File: src/rtl/hazard_ctrl.sv
// hazard_ctrl - pipeline sequencer for the 5-stage MIPS core.
//
// Watches ID/EX/MEM stage state and drives the per-register enables, the
// bubble/flush controls and the next-PC source select. Handles load-use
// stalls, EX redirects, ID jumps, atomic (ll/sc) access and dmem wait states.
//
// Ports:
//   clk, rst          clock (rising edge), async active-low reset
//   rs_ID, rt_ID      source register fields of the ID instruction
//   uses_rs_ID/rt_ID  ID instruction actually reads rs / rt
//   jump_ID           j/jal decoded in ID
//   memRead_EX, regWrite_EX, writeAddr_EX   EX instruction info
//   redirect_EX       taken branch / jr resolved in EX
//   memReq_MEM, atomic_MEM, dmem_ready      MEM stage dmem handshake
//   pc_en, pc_sel     PC load enable, 0=PC+4 1=jump target 2=redirect target
//   ifid_en/flush, idex_en/flush, exmem_en, memwb_bubble   pipeline controls
//   stall_cnt, flush_cnt   wrapping performance counters
//   timeout_err       sticky dmem timeout flag
//
// state       | meaning
// ------------+--------------------------------------------------------
// RUN         | normal flow, hazard priority rules apply
// ATOMIC_HOLD | one frozen cycle granted to an atomic MEM access
// MEM_WAIT    | frozen until dmem_ready
module hazard_ctrl #(
  parameter int CNT_W   = 32,
  parameter int TIMEOUT = 64
) (
  input  logic             clk,
  input  logic             rst,
  input  logic [4:0]       rs_ID,
  input  logic [4:0]       rt_ID,
  input  logic             uses_rs_ID,
  input  logic             uses_rt_ID,
  input  logic             jump_ID,
  input  logic             memRead_EX,
  input  logic             regWrite_EX,
  input  logic [4:0]       writeAddr_EX,
  input  logic             redirect_EX,
  input  logic             memReq_MEM,
  input  logic             atomic_MEM,
  input  logic             dmem_ready,
  output logic             pc_en,
  output logic [1:0]       pc_sel,
  output logic             ifid_en,
  output logic             ifid_flush,
  output logic             idex_en,
  output logic             idex_flush,
  output logic             exmem_en,
  output logic             memwb_bubble,
  output logic [CNT_W-1:0] stall_cnt,
  output logic [CNT_W-1:0] flush_cnt,
  output logic             timeout_err
);

  typedef enum logic [1:0] {RUN, ATOMIC_HOLD, MEM_WAIT} state_t;

  // Wide enough to hold TIMEOUT-1 even for TIMEOUT=1.
  localparam int WAIT_W = $clog2(TIMEOUT + 1);
  localparam logic [WAIT_W-1:0] WAIT_LAST = WAIT_W'(TIMEOUT - 1);

  state_t            state;
  state_t            state_nxt;
  logic [WAIT_W-1:0] wait_cnt;
  logic              atomic_done;
  logic              freeze;
  logic              load_use;
  logic              atomic_pend;

  assign load_use = memRead_EX && regWrite_EX && (writeAddr_EX != 5'd0) &&
                    ((uses_rs_ID && (rs_ID == writeAddr_EX)) ||
                     (uses_rt_ID && (rt_ID == writeAddr_EX)));

  // The hold is granted once per atomic instruction; atomic_done remembers
  // that it was served until the instruction leaves EX/MEM.
  assign atomic_pend = memReq_MEM && atomic_MEM && !atomic_done;

  always_comb begin
    state_nxt = state;
    freeze    = 1'b0;
    case (state)
      RUN: begin
        if (atomic_pend) begin
          state_nxt = ATOMIC_HOLD;
          freeze    = 1'b1;
        end else if (memReq_MEM && !dmem_ready) begin
          state_nxt = MEM_WAIT;
          freeze    = 1'b1;
        end
      end
      ATOMIC_HOLD: begin
        freeze    = 1'b1;
        state_nxt = dmem_ready ? RUN : MEM_WAIT;
      end
      MEM_WAIT: begin
        // The ready cycle behaves like a RUN cycle.
        if (dmem_ready) state_nxt = RUN;
        else            freeze    = 1'b1;
      end
      default: state_nxt = RUN;
    endcase
  end

  always_comb begin
    pc_en        = 1'b1;
    pc_sel       = 2'd0;
    ifid_en      = 1'b1;
    ifid_flush   = 1'b0;
    idex_en      = 1'b1;
    idex_flush   = 1'b0;
    exmem_en     = 1'b1;
    memwb_bubble = 1'b0;
    if (!rst) begin
      pc_en        = 1'b0;
      ifid_en      = 1'b0;
      idex_en      = 1'b0;
      exmem_en     = 1'b0;
      ifid_flush   = 1'b1;
      idex_flush   = 1'b1;
      memwb_bubble = 1'b1;
    end else if (freeze) begin
      pc_en        = 1'b0;
      ifid_en      = 1'b0;
      idex_en      = 1'b0;
      exmem_en     = 1'b0;
      memwb_bubble = 1'b1;
    end else if (redirect_EX) begin
      pc_sel     = 2'd2;
      ifid_flush = 1'b1;
      idex_flush = 1'b1;
    end else if (load_use) begin
      // A concurrent jump is simply re-presented next cycle.
      pc_en      = 1'b0;
      ifid_en    = 1'b0;
      idex_flush = 1'b1;
    end else if (jump_ID) begin
      pc_sel     = 2'd1;
      ifid_flush = 1'b1;
    end
  end

  always_ff @(posedge clk or negedge rst) begin
    if (!rst) begin
      state       <= RUN;
      wait_cnt    <= '0;
      atomic_done <= 1'b0;
      stall_cnt   <= '0;
      flush_cnt   <= '0;
      timeout_err <= 1'b0;
    end else begin
      state <= state_nxt;

      if (state == ATOMIC_HOLD) atomic_done <= 1'b1;
      else if (exmem_en)        atomic_done <= 1'b0;

      if (state == MEM_WAIT && !dmem_ready) begin
        if (wait_cnt == WAIT_LAST) timeout_err <= 1'b1;
        else                       wait_cnt    <= wait_cnt + WAIT_W'(1);
      end else begin
        wait_cnt <= '0;
      end

      if (!pc_en)         stall_cnt <= stall_cnt + CNT_W'(1);
      if (pc_sel != 2'd0) flush_cnt <= flush_cnt + CNT_W'(1);
    end
  end

endmodule
File: config.mk
export PLATFORM = sky130hd
export DESIGN_NAME = hazard_ctrl
export DESIGN_NICKNAME = d
export VERILOG_FILES = /design/src/rtl/hazard_ctrl.sv
export SDC_FILE = /design/constraint.sdc
export NUM_CORES = 1
export LEC_CHECK = 0
export BUFFER_PORTS_ARGS = -buffer_cell sky130_fd_sc_hd__buf_2
export CORE_MARGIN = 10
export CORE_UTILIZATION = 57
export DETAILED_ROUTE_END_ITERATION = 8
export PLACE_DENSITY = 0.88
export SLEW_MARGIN = 10
export SYNTH_ARGS = -nofsm -noshare
export SYNTH_HDL_FRONTEND = slang
export SYNTH_SLANG_ARGS = --single-unit
File: constraint.sdc
create_clock -name clk -period 2.71 [get_ports clk]
set_input_delay 0.271 -clock clk [delete_from_list [all_inputs] [get_ports clk]]
set_output_delay 0.271 -clock clk [all_outputs]
set_load 0.005 [all_outputs]
# --- After elaboration in Yosys (flattened, before gate mapping) ---
# Cells that the tools add are included.
# Widths: inputs -> output; s select.
word_totals:
  regBits: 75
  latch_bits: 0
  ram_bits: 0
  romBits: 0
  input_bits: 26
  output_inout_bits: 74
  wordCells: 70
  memories: 0
op_classes:
  n_addsub: 3
  multipliers: 0
  div_mod_pow: 0
  n_lt_le_gt_ge: 0
  eq_ne: 8
  shifts: 0
  mux: 35
  bitwise: 0
  reduce_logical: 18
op_table:
  columns: ["op", "n"]
  rows:
  - ["$add 32x1->32 const B", 2]
  - ["$mux 1", 24]
  - ["$mux 2", 7]
  - ["$mux 7", 2]
  - ["$eq 5x5->1", 2]
  - ["$logic_and 1x1->1", 9]
  - ["$add 7x1->7 const B", 1]
  - ["$eq 7x6->1 const B", 1]
  - ["$pmux 2 s3", 1]
  - ["$reduce_bool 5->1", 1]
  - ["$ne 2x2->1 const B", 2]
  - ["$reduce_and 2->1", 2]
  - ["$reduce_bool 2->1", 2]
  - ["$ne 3x3->1 const B", 1]
  - ["$pmux 1 s3", 1]
  - ["$eq 2x1->1 const B", 1]
  - ["$eq 2x2->1 const B", 1]
  - ["$logic_not 1->1", 2]
  - ["$logic_not 2->1", 1]
  - ["$logic_or 1x1->1", 1]

# --- Depth between registers and ports, before layout ---
# Gate-level depths: netlist of the first run.
logic_depth:
  word_depth: 9
  depth_mapped: 8
  ltp_nobuf: 7

# --- Least setup slack after synthesis of the first run ---
# Ideal clock, no wire load.
synth_path:
  path_type: "input port to flip-flop"
  startpoint: "input writeAddr_EX[0]"
  endpoint: "register stall_cnt[1]"
  setup_time_ns: 0.127
  arrival_ns: 1.900
  t_required_ns: 2.583
  slack_ns: 0.683
  stages: 5
  n_path_buf: 1
  cell_sequence: "or3_1 > o311a_4 > a311oi_4 > buf_6 > mux2_1"
synth_via:
  elab_chain_cells: 8
  elab_cells_between_ends: 12
  classes_between: "eq/ne: 2; mux: 4; reduce/logical: 6"
synth_lines:
  columns: ["element", "line_no", "rtl"]
  rows:
  - ["start, declared", "38", "input logic [4:0] writeAddr_EX,"]
  - ["$eq 5x5->1, on equally long branches", "71, 72", null]
  - ["$logic_and 1x1->1, on equally long branches", "71, 72", null]
  - ["$logic_or 1x1->1", "71", "((uses_rs_ID && (rs_ID == writeAddr_EX)) ||"]
  - ["$logic_and 1x1->1 (*)", "70", "assign load_use = memRead_EX && regWrite_EX && (writeAddr_EX != 5'd0) &&"]
  - ["$mux 1 (*) (4 in a row)", null, null]
  - ["named net ifid_en", "45", "output logic ifid_en,"]
  - ["end signal, assigned", "163", "if (!pc_en) stall_cnt <= stall_cnt + CNT_W'(1);"]
  - ["end, declared", "51", "output logic [CNT_W-1:0] stall_cnt,"]
# Mark *: on every way through the listed nets, which the timed path passes. The rest lies on a longest branch.
# A chain may end at the register's enable or synchronous reset.

# --- Final worst setup path of the first run ---
layout_path:
  startpoint: "register state[1]"
  endpoint: "output pc_sel[0]"
layout_via:
  elab_chain_cells: 4
  elab_cells_between_ends: 6
  classes_between: "eq/ne: 2; mux: 3; reduce/logical: 1"
layout_lines:
  columns: ["element", "line_no", "rtl"]
  rows:
  - ["start, declared", "62", "state_t state;"]
  - ["start signal, assigned", "151", "state <= state_nxt;"]
  - ["$eq 2x2->1, or another cell as far along", "81", "case (state)"]
  - ["$pmux 1 s3 (*)", "81", null]
  - ["$mux 2 (*)", "121", "end else if (freeze) begin"]
  - ["$mux 2 (*)", "113", "if (!rst) begin"]
  - ["end, declared", "44", "output logic [1:0] pc_sel,"]
# Mark *: on every way between the ends. The rest lies on a longest branch, timed or not.

==> summary.txt, run 1 <==
Drt
  • DRC viols: 0
  • Drt pass-1 iters: 4
  • Antenna-violating nets left: 0
  • Final WL: a little under 10,000 um
  • 1st-iter DRT viols: 130
  • Drt via density: 5.84
  • Via Count: 3,252
  • Routed len/inst: 17.3 um

Final layout
  • Total Nets Final: roughly 500
  • ANT cells: 0
  • Commonest non-fill, non-tap cell in the layout: buf_2
  • # fillers: a little over 500
  • Proportion of layout cells with a drive suffix above 1: 0.268
  • Area grow syn2layout: 19.7%
  • Most frequent cells in the layout: buf_2 (98), dfrtp_1 (75), xnor2_1 (47)
  • Multi-input gate area: 0.00193 mm2
  • Register area: 0.00188 mm2

Global route
  • First-pass GRT wire length: about 16,000 um
  • Initial antenna violation count: 0
  • Largest net degree at the start of global routing: 64
  • Total gr overflow: 0
  • GRT Overall Usage: 0.191
  • Vias in the first global route: 3,340

Worst setup path
  • CP top delay family: simple AND/OR/NAND/NOR gates
  • CP Cell Sequence: nor2_1 > a21oi_1 > o21ai_0 > nand2_1 > inv_1 > buf_4 > and3_1 > buf_2
  • Kind of critical path: flip-flop to output port
  • CP Buf/Inv Count: 3
  • Data required time at the worst endpoint: 2.44 ns
  • R2R Path Start: state[1]$_DFFE_PN0P_
  • Reg2reg path depth: 8
  • R2r setup slk: about 0.56 ns
  • Crit-path slowest cell: dfrtp_1
  • Worst Setup End Kind: output port
  • Critical Path AT: 2.17 ns
  • Crit path max fanout: 34
  • Crit-path max cell delay: 0.46 ns
  • Crit Reg-Reg Endpoint: flush_cnt[1]$_DFFE_PN0P_
  • Crit path launch type: flip-flop

Logic synthesis
  • Yosys top cell by area: dfrtp_1
  • Top cell type's share of synthesized area: 0.476
  • Seq/Total Area, Yosys: 0.476
  • Synthesized flop and latch total: 75
  • Top cells by area, synth: dfrtp_1 (48%), xnor2_1 (10%), xor2_1 (6.2%)
  • YS warnings: 0
  • Mapped Area: a little under 0.004 mm2
  • Synth Area per Inst: 10.5 um2
  • Synth Instances: 376
  • Cell variety after synth: 39
  • Post-synth net total: 405

Placement
  • Detail Placement HPWL: 7010 um
  • Pre-CTS setup slack: 0.450 ns
  • IO buf count: 99
  • Gp weighted congestion: 0.880

Power
  • Leakage: approximately 2.2 nW
  • Switch share: 0.313
  • VDD IR-drop max: 366 uV
  • Seq pwr share: 0.478
  • Net Sw Power: approximately 0.97 mW
  • Clock power share: 0.315
  • Cell Pwr Density: 652 mW/mm2
  • P_int: 2.11 mW
  • Logic pwr share: 0.207

Timing
  • Slew Viols, Final: 0
  • Fin worst setup slack: 0.270 ns
  • Fmax: 410 MHz
  • Fin crit share: 0.900
  • Final hold violation count: 0
  • Actual slew at the worst max-slew pin: 0.777 ns
  • Final Skew: just over 0.01 ns
  • Hold WS: 0.160 ns
  • RSZ-0062 raised after global routing: no
  • Final setup viols: 0
  • Fin Setup TNS: 0 ns
  • Max-slew headroom: 0.482
  • Tmin final: 2.44 ns

Floorplan
  • DIE AREA: between 0.01 and 0.015 mm2
  • Die Span Y: 103 um
  • Number of I/O pins: 100
  • Die W: between 100 and 150 um
  • Initial core utilization: 0.584
  • Core region area: 0.00676 mm2
  • Rows: 30

Clock network
  • CTS sink cnt: 75
  • CTS root buffer: clkbuf_8
  • CTS Buffer Depth: 2
  • TritonCTS clock tree: built
  • Total CTS buffers: 9
  • Clk_lat worst skew: roughly 0.35 ns
  • H-tree levels: 3
  • Clk pin slew, worst setup/hold paths: 0.08 ns

Job
  • Total of max-cap violations: 0

Min path
  • Hold Crit Class: input port to flip-flop
  • End of the worst hold path: state[1]$_DFFE_PN0P_
  • Hold Startpoint: dmem_ready
  • Hold Crit Depth: 2

Run status
  • Outcome: complete, no violations
-- metal layers --
layer,vias to the layer above,GRT usage,share of wire
met1,1613,0.233,0.42
met5,-,0,0
met2,80,0.316,0.50
li1,1547,-,-
met4,0,0.0781,0.016
met3,12,0.0456,0.063
-- state kept, by name, indices dropped and copies added, names as in the netlist --
name and count:
atomic_done 1, flush_cnt 32, stall_cnt 32, state 2, timeout_err 1, wait_cnt 7
-- cell families (layout without fill, tap and decap cells) --
group                    after synthesis  in the layout  synth area share
AND/OR/NAND/NOR                      142            142             0.202
XOR/XNOR                              75             75             0.167
flip-flops                            75             75             0.476
AO/OA/AOI/OAI                         50             50             0.102
buffers and inverters                 28            129            0.0352
adder cells (fa/ha/maj)                3              3           0.00952
multiplexers                           3              3           0.00825
-- synth_stat cells, drive strengths merged --
cell      n
xnor2    47
dfrtp    75
nor3b     6
and4      8
nand4    13
buf       9
nand2b    2
and2      5
nand2    19
nor3     13
a311oi    1
nand3    12
o21a      1
o311a     1
o22ai     1
or3       4
nor4b     5
o211ai   17
clkbuf   12
ha        3
inv       7
o2111ai  13
mux2      2
nor2     21
o21ai     9
xor2     28
a21oi     3
or2       2
mux2i     1
a21o      1
a21boi    1
a211oi    2
and3     26
nor4      6
-- power groups by stage --
stage	Combinational [mW]	Sequential [mW]	Clock [mW]
floorplan	0.370	1.45	0
global placement	0.621	1.48	0
detailed placement	0.646	1.49	0
CTS	0.652	1.47	0.987
global route	0.719	1.50	1.03
finish	0.639	1.47	0.969
-- worst max path at each step --
stage	start	end	slack, ns	cells after the start
final	state[1]$_DFFE_PN0P_	pc_sel[0]	0.27	8
after global routing	state[1]$_DFFE_PN0P_	pc_sel[0]	0.09	8
after CTS	state[1]$_DFFE_PN0P_	pc_sel[0]	0.27	8
after detailed placement	writeAddr_EX[0]	stall_cnt[1]$_DFFE_PN0N_	0.45	6
after global placement	writeAddr_EX[0]	stall_cnt[1]$_DFFE_PN0N_	0.48	6
after floorplan	writeAddr_EX[0]	stall_cnt[1]$_DFFE_PN0N_	0.68	5
-- layout make-up --
| type | count | share of cell area |
|---|---|---|
| Tap cell | 80 | 0.0212 |
| Sequential cell | 75 | 0.398 |
| Inverter | 7 | 0.00557 |
| Clock inverter | 6 | 0.0186 |
| Clock buffer | 10 | 0.0292 |
| Multi-Input combinational cell | 273 | 0.408 |
| Timing Repair Buffer | 106 | 0.120 |
-- what timing repair did --
item                      in CTS  in global routing
hold endpoints to repair      12                  0
hold buffers                   1                  0
resized for setup              0                  0
buffers inserted               0                  0
-- through the flow --
step                      utilization  instance area [um2]  power (mW)  cells
after floorplan                     -                 3940        1.82    376
after global placement          0.664                 4490        2.10    540
after detailed placement        0.664                 4490        2.14    540
after CTS                       0.699                 4720        3.11    557
after global routing            0.699                 4720        3.25    557
final                           0.699                 4720        3.08    557
No activity file was read; power rests on OpenSTA's default activity.
==> run 2: changes to the inputs <==
--- a/config.mk
+++ b/config.mk
@@ -9,6 +9,7 @@
 export CORE_MARGIN = 10
 export CORE_UTILIZATION = 57
 export DETAILED_ROUTE_END_ITERATION = 8
+export GPL_TIMING_DRIVEN = 0
 export PLACE_DENSITY = 0.88
 export SLEW_MARGIN = 10
 export SYNTH_ARGS = -nofsm -noshare
==> constraint.sdc (replaced) <==
create_clock -name clk -period 2.71 [get_ports clk]
set_input_delay 0.271 -clock clk [delete_from_list [all_inputs] [get_ports clk]]
set_output_delay 0.271 -clock clk [all_outputs]
set_load 0.1 [all_outputs]
==> run 2 against run 1 <==
Compared with the run above: clock power is 0.4% higher; global-route usage is 0.62 points higher; sequential share of layout area is 0.96 points lower; wire length is 6.2% higher; largest cell class unchanged; highest routed layer unchanged.
==> summary.txt, run 2 (synthesized netlist as in run 1, its figures left out) <==
Final layout
  • Util after Layout: 0.716 (was 0.699)
  • Total Nets Final: 518 (was 501)
  • Biggest regs: flush_cnt (32), stall_cnt (32), wait_cnt (7) (unchanged)
  • Non-filler instance count after layout: 574 (was 557)
  • Commonest non-fill, non-tap cell in the layout: buf_2 (unchanged)
  • Most frequent cells in the layout: buf_2 (96), dfrtp_1 (75), xnor2_1 (47) (was buf_2 (98), dfrtp_1 (75), xnor2_1 (47))
  • Proportion of layout cells with a drive suffix above 1: 0.277 (was 0.268)
  • ANT cells: 0 (unchanged)
  • Design Area, Final: 0.00484 mm2 (was 0.00472 mm2)
  • Area grow syn2layout: 22.7% (was 19.7%)

Clock network
  • CTS sink cnt: 75 (unchanged)
  • CTS Buffer Depth: 2 (unchanged)
  • CTS root buffer: clkbuf_8 (unchanged)
  • Clk_lat worst skew: 0.36 ns (was 0.35 ns)
  • TritonCTS clock tree: built (unchanged)
  • Clk pin slew, worst setup/hold paths: 0.08 ns (about the same)
  • H-tree levels: 3 (unchanged)
  • Total CTS buffers: 9 (unchanged)

Timing
  • RSZ-0062 raised after global routing: no (unchanged)
  • Tmin final: 2.56 ns (was 2.44 ns)
  • Actual slew at the worst max-slew pin: 0.600 ns (was 0.777 ns)
  • Fmax: 390 MHz (was 410 MHz)
  • Final hold violation count: 0 (unchanged)
  • Max-slew headroom: 0.596 (was 0.482)
  • Hold WS: 0.131 ns (was 0.160 ns)
  • Fin crit share: 0.945 (was 0.900)
  • Final Skew: 0.00970 ns (was 0.0101 ns)
  • Final setup viols: 0 (unchanged)
  • Fin worst setup slack: 0.148 ns (was 0.270 ns)
  • Slew Viols, Final: 0 (unchanged)
  • Fin Setup TNS: 0 ns (unchanged)

Placement
  • Gp weighted congestion: 0.888 (was 0.880)
  • Placed cell areas: 0.00457 mm2 (was 0.00449 mm2)
  • Detail Placement HPWL: 7510 um (was 7010 um)
  • Pre-CTS setup slack: 0.0116 ns (was 0.450 ns)
  • IO buf count: 98 (was 99)
  • Placed cells: 555 (was 540)

Drt
  • DRC viols: 0 (unchanged)
  • Final WL: 10,200 um (was 9620 um)
  • Drt pass-1 iters: 5 (was 4)
  • 1st-iter DRT viols: 153 (was 130)
  • Via Count: 3,400 (was 3,252)
  • Routed len/inst: 17.8 um (was 17.3 um)
  • Antenna-violating nets left: 0 (unchanged)
  • Drt via density: 5.92 (was 5.84)

Floorplan
  • Die Span Y: 103 um (unchanged)
  • Initial core utilization: 0.584 (unchanged)
  • Die W: 103 um (unchanged)
  • Number of I/O pins: 100 (unchanged)
  • Core region area: 0.00676 mm2 (unchanged)
  • DIE AREA: 0.0106 mm2 (unchanged)
  • Rows: 30 (unchanged)

Worst setup path
  • Crit path launch type: flip-flop (unchanged)
  • R2R Path Start: stall_cnt[15]$_DFFE_PN0N_ (was state[1]$_DFFE_PN0P_)
  • Kind of critical path: flip-flop to output port (unchanged)
  • R2r setup slk: 0.53 ns (was 0.56 ns)
  • Critical Path AT: 2.29 ns (was 2.17 ns)
  • Reg2reg path depth: 6 (was 8)
  • Worst Setup End Kind: output port (unchanged)
  • Crit Reg-Reg Endpoint: stall_cnt[28]$_DFFE_PN0N_ (was flush_cnt[1]$_DFFE_PN0P_)
  • Crit path max fanout: 11 (was 34)
  • Data required time at the worst endpoint: 2.44 ns (about the same)

Min path
  • Hold Crit Class: input port to flip-flop (unchanged)
  • End of the worst hold path: state[1]$_DFFE_PN0P_ (unchanged)
  • Hold Crit Depth: 2 (unchanged)
  • Hold Startpoint: dmem_ready (unchanged)

Global route
  • GRT Overall Usage: 0.197 (was 0.191)
  • Vias in the first global route: 3,459 (was 3,340)
  • Largest net degree at the start of global routing: 61 (was 64)
  • Total gr overflow: 0 (unchanged)
  • Initial antenna violation count: 0 (unchanged)
  • First-pass GRT wire length: 16,600 um (was 16,300 um)

Power
  • Cell Pwr Density: 887 mW/mm2 (was 652 mW/mm2)
  • Leakage: 2.28 nW (was 2.24 nW)
  • Power consumption: 4.29 mW (was 3.08 mW)
  • VDD IR-drop max: 556 uV (was 366 uV)

Run status
  • Outcome: complete, no violations (unchanged)

Job
  • Total of max-cap violations: 0 (unchanged)
run 2: cell types whose count changed in the layout (fill, tap and decap cells not counted), sizes merged:
cell / change
clkinvlp: +2
clkinv: -1
buf: +5
clkbuf: +11
run 2: repair_timing:
item                       in CTS  in global routing
hold endpoints to repair       15                  0
setup endpoints to repair       4                  5
setup buffers                   0                  3
pin swaps                       0                  1
gates resized for setup         4                  2
hold buffers                    1                  0
run 2: where the power goes:
| group | switching [mW] | internal, mW |
|---|---|---|
| Clock | 0.449 | 0.524 |
| Sequential | 0.181 | 1.27 |
| Combinational | 1.53 | 0.334 |
run 2: worst max-delay path, stage by stage (launching register included):
cell and delay (ns):
dfrtp_1 0.45, nor2_1 0.17, a21oi_1 0.07, o21ai_1 0.25, nand2_2 0.12, inv_1 0.17, clkbuf_4 0.25, and3_2 0.19
buf_4 0.28
run 2: how the worst max path moves through the flow:
| stage | startpoint | to | slack [ns] | depth (start not counted) |
|---|---|---|---|---|
| 2_1_floorplan | state[1]$_DFFE_PN0P_ | pc_sel[0] | -0.16 | 7 |
| 3_3_place_gp | rst | pc_en | -0.73 | 6 |
| 3_5_place_dp | writeAddr_EX[0] | pc_en | 0.01 | 7 |
| 4_1_cts | state[0]$_DFFE_PN0P_ | pc_en | 0.005 | 7 |
| 5_1_grt | state[1]$_DFFE_PN0P_ | pc_sel[0] | 0.02 | 8 |
| 6_report | state[1]$_DFFE_PN0P_ | pc_sel[0] | 0.15 | 8 |
run 2: per-layer routing:
layer | GRT usage | wire length [um] | part of all wire
met5 | 0 | 0 | 0
met4 | 0.0813 | 257 | 0.025
met3 | 0.0556 | 688 | 0.067
met2 | 0.341 | 5090 | 0.50
met1 | 0.223 | 4180 | 0.41
run 2: cell type report:
class | instances | area [um2]
plain buffers | 20 | 113
clock buffers | 9 | 124
clock inverters | 7 | 101
fillers | 468 | 1920
inverters | 7 | 26.3
multi-input cells | 273 | 1930
flip-flops and latches | 75 | 1880
well taps | 80 | 100
repair buffers | 103 | 563
